===== src/rtl/imem_loader_pkg.sv =====
// Constants and state encoding shared by the loader, the program counter and the instruction RAM.
package imem_loader_pkg;

   localparam int         DEPTH     = 16;
   localparam int         ADDR_W    = 4;
   localparam int         INSTR_W   = 8;
   localparam logic [7:0] SYNC_BYTE = 8'hA5;
   localparam int         TIMEOUT   = 255;
   localparam int         TO_W      = 8;

   typedef enum logic [2:0] {
      WAIT_SYNC,
      GET_COUNT,
      GET_DATA,
      GET_CSUM,
      RUN,
      ERROR
   } state_t;

endpackage


===== src/rtl/imem_loader_timeout.sv =====
// Inter-byte idle counter: expires after TIMEOUT consecutive enabled cycles without a clear.
module imem_loader_timeout
   import imem_loader_pkg::*;
(
   input  logic clk,
   input  logic reset,
   input  logic enable_i,
   input  logic clear_i,
   output logic expired_o
);

   logic [TO_W-1:0] cnt_q, cnt_d;

   always_comb begin
      cnt_d = cnt_q;
      if (clear_i || !enable_i) begin
         cnt_d = '0;
      end else if (cnt_q != TO_W'(TIMEOUT - 1)) begin
         cnt_d = cnt_q + TO_W'(1);
      end
   end

   always_ff @(posedge clk or posedge reset) begin
      if (reset) begin
         cnt_q <= '0;
      end else begin
         cnt_q <= cnt_d;
      end
   end

   // Fires on the TIMEOUT-th idle cycle so the abort edge lands exactly TIMEOUT cycles after the last byte.
   assign expired_o = enable_i && !clear_i && (cnt_q == TO_W'(TIMEOUT - 1));

endmodule


===== src/rtl/imem_loader.sv =====
// Frame receiver that writes a checksummed program into the instruction RAM and holds the core until it is valid.
module imem_loader
   import imem_loader_pkg::*;
(
   input  logic               clk,
   input  logic               reset,
   input  logic               in_valid,
   input  logic [7:0]         in_data,
   output logic               in_ready,
   output logic               imem_we,
   output logic [ADDR_W-1:0]  imem_addr,
   output logic [INSTR_W-1:0] imem_wdata,
   output logic               cpu_reset_hold,
   output logic               load_done,
   output logic               load_error
);

   state_t               state_q, state_d;
   logic [7:0]           count_q, count_d;
   logic [7:0]           idx_q, idx_d;
   logic [7:0]           csum_q, csum_d;
   logic                 we_q, we_d;
   logic [ADDR_W-1:0]    addr_q, addr_d;
   logic [INSTR_W-1:0]   wdata_q, wdata_d;
   logic                 hold_q, hold_d;
   logic                 done_q, done_d;
   logic                 err_q, err_d;
   logic                 rdy_q;
   logic                 hs, is_sync, to_en, to_expired;

   assign hs      = in_valid && rdy_q;
   assign is_sync = (in_data == SYNC_BYTE);
   assign to_en   = (state_q == GET_COUNT) || (state_q == GET_DATA) || (state_q == GET_CSUM);

   imem_loader_timeout u_timeout (
      .clk       (clk),
      .reset     (reset),
      .enable_i  (to_en),
      .clear_i   (hs),
      .expired_o (to_expired)
   );

   always_comb begin
      state_d = state_q;
      count_d = count_q;
      idx_d   = idx_q;
      csum_d  = csum_q;
      we_d    = 1'b0;
      addr_d  = addr_q;
      wdata_d = wdata_q;
      case (state_q)
         WAIT_SYNC, RUN, ERROR: begin
            if (hs && is_sync) state_d = GET_COUNT;
         end
         GET_COUNT: begin
            if (hs) begin
               if (in_data != 8'd0 && in_data <= 8'(DEPTH)) begin
                  count_d = in_data;
                  idx_d   = 8'd0;
                  csum_d  = 8'd0;
                  state_d = GET_DATA;
               end else begin
                  state_d = ERROR;
               end
            end else if (to_expired) begin
               state_d = ERROR;
            end
         end
         GET_DATA: begin
            if (hs) begin
               we_d    = 1'b1;
               addr_d  = idx_q[ADDR_W-1:0];
               wdata_d = in_data;
               csum_d  = csum_q ^ in_data;
               idx_d   = idx_q + 8'd1;
               if (idx_q == count_q - 8'd1) state_d = GET_CSUM;
            end else if (to_expired) begin
               state_d = ERROR;
            end
         end
         GET_CSUM: begin
            if (hs) begin
               state_d = (in_data == csum_q) ? RUN : ERROR;
            end else if (to_expired) begin
               state_d = ERROR;
            end
         end
         default: state_d = WAIT_SYNC;
      endcase
      // Status flags follow the next state so they change on the same edge as the transition.
      hold_d = (state_d != RUN);
      done_d = (state_d == RUN);
      err_d  = (state_d == ERROR);
   end

   always_ff @(posedge clk or posedge reset) begin
      if (reset) begin
         state_q <= WAIT_SYNC;
         count_q <= '0;
         idx_q   <= '0;
         csum_q  <= '0;
         we_q    <= 1'b0;
         addr_q  <= '0;
         wdata_q <= '0;
         hold_q  <= 1'b1;
         done_q  <= 1'b0;
         err_q   <= 1'b0;
         rdy_q   <= 1'b0;
      end else begin
         state_q <= state_d;
         count_q <= count_d;
         idx_q   <= idx_d;
         csum_q  <= csum_d;
         we_q    <= we_d;
         addr_q  <= addr_d;
         wdata_q <= wdata_d;
         hold_q  <= hold_d;
         done_q  <= done_d;
         err_q   <= err_d;
         rdy_q   <= 1'b1;
      end
   end

   assign in_ready       = rdy_q;
   assign imem_we        = we_q;
   assign imem_addr      = addr_q;
   assign imem_wdata     = wdata_q;
   assign cpu_reset_hold = hold_q;
   assign load_done      = done_q;
   assign load_error     = err_q;

endmodule


===== config.mk =====
export PLATFORM = sky130hd
export DESIGN_NAME = imem_loader
export DESIGN_NICKNAME = d
export VERILOG_FILES = /design/src/rtl/imem_loader_pkg.sv /design/src/rtl/imem_loader_timeout.sv /design/src/rtl/imem_loader.sv
export SDC_FILE = /design/constraint.sdc
export NUM_CORES = 1
export LEC_CHECK = 0
export CAP_MARGIN = 30
export CORE_ASPECT_RATIO = 1.1
export CORE_MARGIN = 5
export CORE_UTILIZATION = 35
export CTS_BUF_LIST = sky130_fd_sc_hd__clkbuf_16
export DETAILED_ROUTE_END_ITERATION = 12
export GPL_TIMING_DRIVEN = 0
export MAX_ROUTING_LAYER = met4
export PLACE_DENSITY = 0.59
export SKIP_CTS_REPAIR_TIMING = 1
export SLEW_MARGIN = 20
export SYNTH_ARGS = -nofsm -noshare
export SYNTH_HDL_FRONTEND = slang
export SYNTH_SLANG_ARGS = --single-unit

===== constraint.sdc =====
create_clock -name clk -period 3.35 [get_ports clk]
set_clock_uncertainty 0.2 [all_clocks]
set_input_delay 0.335 -clock clk [delete_from_list [all_inputs] [get_ports clk]]
set_output_delay 0.335 -clock clk [all_outputs]
set_load 0.01 [all_outputs]

**After elaboration in Yosys (flattened, before gate mapping)**

Cells that the tools add are included.

- Register bits after elaboration: 52
- Input port bits: 11
- Output and inout port bits: 17
- Word-level logic and storage cells: 70

- Add/sub/neg operators: 3
- Order comparisons: 1
- Equality and inequality tests: 16
- Multiplexer cells: 19
- Bitwise operators: 1
- Reductions and logical operators: 18

Operator list:

| kind | number |
|---|---|
| 8-bit 2-to-1 mux | 6 |
| 8-bit one-hot mux with 2 select lines | 2 |
| 3-bit 2-to-1 mux | 7 |
| 8-bit by 1-bit adder with 8-bit output (second input constant) | 2 |
| 8-bit == test | 2 |
| 8-bit == test (second input constant) | 2 |
| 3-bit == test (second input constant) | 4 |
| 3-bit one-hot mux with 4 select lines | 1 |
| 8-bit by 5-bit less-or-equal comparator with 1-bit output (second input constant) | 1 |
| 8-bit inequality test (second input constant) | 1 |
| 8-bit nonzero test | 1 |
| 8-bit by 1-bit subtractor with 8-bit output (second input constant) | 1 |
| 8-bit bitwise XOR | 1 |
| 3-bit by 2-bit == test with 1-bit output (second input constant) | 2 |
| 1-bit logical AND | 5 |
| 2-bit inequality test (second input constant) | 2 |
| 4-bit AND reduction | 1 |
| 2-bit nonzero test | 2 |
| 3-bit by 1-bit == test with 1-bit output (second input constant) | 1 |
| 3-bit logical NOT | 1 |
| 1-bit logical OR | 3 |
| 1-bit 2-to-1 mux | 3 |
| 3-bit inequality test (second input constant) | 1 |
| 3-bit AND reduction | 1 |
| other kinds (4) | 5 |

**Logic depth before layout (Yosys ltp)**

- Word-level depth: 9
- Gate-level depth with buffers: 9
- Depth with buffers taken out: 8

**By module**

Synthesis repeated with hierarchy kept, for this count alone.

- Cell total of the unflattened synthesis: 282
- Area, all modules: 2682.6 um^2

Modules (own cells, without submodules):

| module | times used | cells an instance | area an instance (um^2) | sequential area each (um^2) |
|---|---|---|---|---|
| imem_loader | 1 | 234 | 2219.6 | 1102.3 |
| imem_loader_timeout | 1 | 48 | 462.9 | 200.2 |

**Worst setup path after synthesis**

No wires, ideal clock.

- Path kind: flip-flop to flip-flop
- From: register count_q[0]
- To: register err_q (netlist: load_error)
- Setup time: 96 ps
- Arrival time: 1931 ps
- Required time: 3054 ps
- Slack: 1124 ps
- Stages on the path, launching flop included: 10
- Path buffers: 1
- Clock period less this slack: 2226 ps
- Cells stage by stage: dfrtp_1 > inv_1 > ha_1 > buf_2 > o21ba_2 > a221oi_1 > a41oi_1 > nor4_1 > a21oi_1 > nor4_2

- Cells in the longest elaborated chain, start to end: 6

RTL lines:

| what | RTL line | source |
|---|---|---|
| start: declaration | imem_loader.sv:19 | `logic [7:0] count_q, count_d;` |
| start signal: assignment | imem_loader.sv:111 | `count_q <= count_d;` |
| 8-bit by 1-bit subtractor with 8-bit output | imem_loader.sv:76 | `if (idx_q == count_q - 8'd1) state_d = GET_CSUM;` |
| 8-bit == test | imem_loader.sv:76 |  |
| 3-bit 2-to-1 mux | imem_loader.sv:76 |  |
| 3-bit 2-to-1 mux | imem_loader.sv:70 | `if (hs) begin` |
| 3-bit one-hot mux with 4 select lines | imem_loader.sv:51 | `case (state_q)` |
| 3-bit == test | imem_loader.sv:93 | `err_d = (state_d == ERROR);` |
| via err_d | imem_loader.sv:27 | `logic err_q, err_d;` |
| end signal: assignment | imem_loader.sv:119 | `err_q <= err_d;` |
| end: declaration | imem_loader.sv:27 |  |

The timed path passes the listed nets, and every way through them passes these cells.
A chain may end at the register's enable or synchronous reset.

**Final worst setup path**

Ends and elaborated chain as after synthesis.

==> flow_metrics.env <==
export IMPL_cap_violations=0
export IMPL_groute_usage_overall_pct=13.8
export IMPL_crit_type="reg -> reg"
export IMPL_cts_buffers=5
export IMPL_overflow=0
export IMPL_clk_pin_slew_ps=70
export IMPL_grt_setup_unrepaired="false"
export IMPL_wl_per_cell_um=14.0
export IMPL_final_max_slew_viol_count=0
export IMPL_final_antenna_net_count=0
export IMPL_cts_tree="done"
export IMPL_synth_area_per_cell_um2=9.12
export IMPL_netlist_area_um2=2650
export IMPL_worst_pin_slew_ps=637
export IMPL_cellPowerDensity_nw_per_um2=378
export IMPL_die_h_um=101
export IMPL_crit_cells=9
export IMPL_cp_startpoint="count_q[0]"
export IMPL_critPathTopFamily="compound AO/OA/AOI/OAI gates"
export IMPL_layout_commonest_cell="nand2_1"
export IMPL_r2r_end="load_error"
export IMPL_path_buf_inv=2
export IMPL_setup_tns_ps=0
export IMPL_die_w_um=93.0
export IMPL_drtIter0Drc=127
export IMPL_worst_r2r_cell_count=9
export IMPL_timing_fmax_mhz=394
export IMPL_synth_area_leader_cell="dfrtp_1"
export IMPL_gp_congestion=0.814
export IMPL_final_cell_mix="nand2_1, dfrtp_1, nor2_1"
export IMPL_synth_main_ff_cell="dfrtp_1"
export IMPL_ys_ff_latch=52
export IMPL_antenna_found_initial=0
export IMPL_drive_gt1_share_pct=7.36
export IMPL_clockBufferDepth=2
export IMPL_slowest_delay_ps=450
export IMPL_rr_startpoint="count_q[0]"
export IMPL_yosysTopAreaCellShare_pct=48.1
export IMPL_cts_sinks=52
export IMPL_grt_pass1_vias=2144
export IMPL_vias=2126
export IMPL_htree_levels=2
export IMPL_yosysWarningCount=0
export IMPL_root_buffer="clkbuf_16"
export IMPL_fin_crit_ps=2540
export IMPL_synth_async_reset_ratio_pct=100
export IMPL_start_util_pct=35.7
export IMPL_cp_arrival_ps=2530
export IMPL_cp_cell_sequence="inv_1 -> ha_1 -> buf_2 -> o21ba_2 -> a221oi_1 -> a41oi_1 -> nor4_1 -> a21oi_1 -> nor4_2"
export IMPL_drc=0
export IMPL_synth_edf_count=0
export IMPL_setup_violations=0
export IMPL_final_core_util_pct=42.7
export IMPL_start_kind="flop"
export IMPL_floorplan_rows=33
export IMPL_critPathMaxFanout=8
export IMPL_grt_start_max_net_pins=53
export IMPL_area_delta_synth_final_pct=19.7
export IMPL_ys_types=48
export IMPL_synth_area_leaders="dfrtp_1, nand2_1, xnor2_1"
export IMPL_hold_slack_ps=282
export IMPL_synthesis_nets=306
export IMPL_post_route_period_util_pct=75.7
export IMPL_ios=28
export IMPL_fillers=729
export IMPL_timing_critical_path_to="load_error"
export IMPL_hold_class="in -> async"
export IMPL_first_pass_iters=5
export IMPL_dieArea_um2=9420
export IMPL_totalWireLength_mm=5.80
export IMPL_crit_slowest_cell="dfrtp_1"
export IMPL_crit_path_end_kind="flop"
export IMPL_core_area_um2=7430
export IMPL_leakagePower_nw=1.39
export IMPL_status="complete, no violations"
export IMPL_diodes=0
export IMPL_dp_hpwl_mm=4.19
export IMPL_io_buffers=27
export IMPL_synth_cells=291
export IMPL_ys_seq_area_share_pct=49.1
export IMPL_finalHoldViolations=0
export IMPL_relSlewSlack_pct=57.6
export IMPL_regToRegSetupSlack_ps=810
export IMPL_grt_pass1_wl_mm=10.1
export IMPL_insertion_delay_ps=290
export IMPL_viasPerCell=5.15
export IMPL_critPathRequiredTime_ps=3350
export IMPL_max_vdd_ir_drop_uv=175
export IMPL_nNetsFinal=340
metrics by stage:
| step | power (mW) | instance area, um^2 | std cells | worst slack (ps) |
|---|---|---|---|---|
| after global routing | 1.25 | 3170 | 413 | 590 |
| after global placement | 0.711 | 3030 | 405 | 487 |
| after detailed placement | 0.711 | 3030 | 405 | 517 |
| after floorplan | 0.676 | 2650 | 291 | 1120 |
| final | 1.20 | 3170 | 413 | 813 |
| after CTS | 1.21 | 3170 | 413 | 796 |
kinds of logic after synthesis:
| group | Yosys count | share of synthesized area [%] |
|---|---|---|
| and+or+nand+nor | 130 | 23.6 |
| AOI/OAI and AO/OA | 56 | 12.2 |
| xor gates and xnor gates | 26 | 8.58 |
| other | 1 | 0.141 |
| DFF | 52 | 49.1 |
| buffers and inverters | 18 | 2.88 |
| muxes | 4 | 1.65 |
| adders and majority gates | 4 | 1.89 |
worst min-delay path by stage:
stage	startpoint	to	slack, ps	cells after the start
finish	reset	u_timeout.cnt_q[2]	280	2
global route	imem_addr[3]	imem_addr[3]	300	2
CTS	imem_wdata[4]	imem_wdata[4]	290	2
detailed placement	imem_wdata[3]	imem_wdata[3]	260	2
global placement	imem_wdata[5]	imem_wdata[5]	260	2
floorplan	in_data[0]	count_q[0]	250	2
state kept, by name, indices dropped and copies added, names as in the netlist:
signal / cells
cpu_reset_hold: 1
in_ready: 1
idx_q: 8
imem_wdata: 8
imem_we: 1
csum_q: 8
imem_addr: 4
load_error: 1
count_q: 8
u_timeout.cnt_q: 8
state_q: 3
load_done: 1
layout make-up:
type	instances	area (um^2)	share of cell area, %
timing repair buffer	27	270	8.51
sequential	52	1300	41.0
inverter	8	32.5	1.02
tap	87	109	3.43
buffer	10	46.3	1.46
multi-input combinational	221	1270	40.1
clock inverter	3	15.0	0.473
clock buffer	5	125	3.94
power breakdown:
| group | switching (mW) | total (mW) | internal (mW) |
|---|---|---|---|
| logic | 0.0387 | 0.0642 | 0.0254 |
| clock network | 0.229 | 0.501 | 0.272 |
| registers | 0.00164 | 0.633 | 0.632 |
| total | 0.269 | 1.20 | 0.929 |
layer usage:
| layer | vias to the layer above | part of all wire (%) | routed length (um) | GRT usage, % |
|---|---|---|---|---|
| met4 | 0 | 1.5 | 85 | 5.19 |
| met3 | 7 | 3.1 | 177 | 2.45 |
| met2 | 41 | 49 | 2820 | 22.6 |
| met5 | - | 0 | 0 | - |
| li1 | 1059 | - | - | - |
| met1 | 1019 | 47 | 2720 | 17.0 |
synthesized netlist by cell type (all sizes together), types with 5 or more instances:
master	count
nand4	7
a21oi	12
nor4	5
nand3	8
dfrtp	51
nor3	5
o21ai	30
buf	6
nand2	56
xnor2	17
nor2	30
inv	8
xor2	9
No activity file was read; power rests on OpenSTA's default activity.
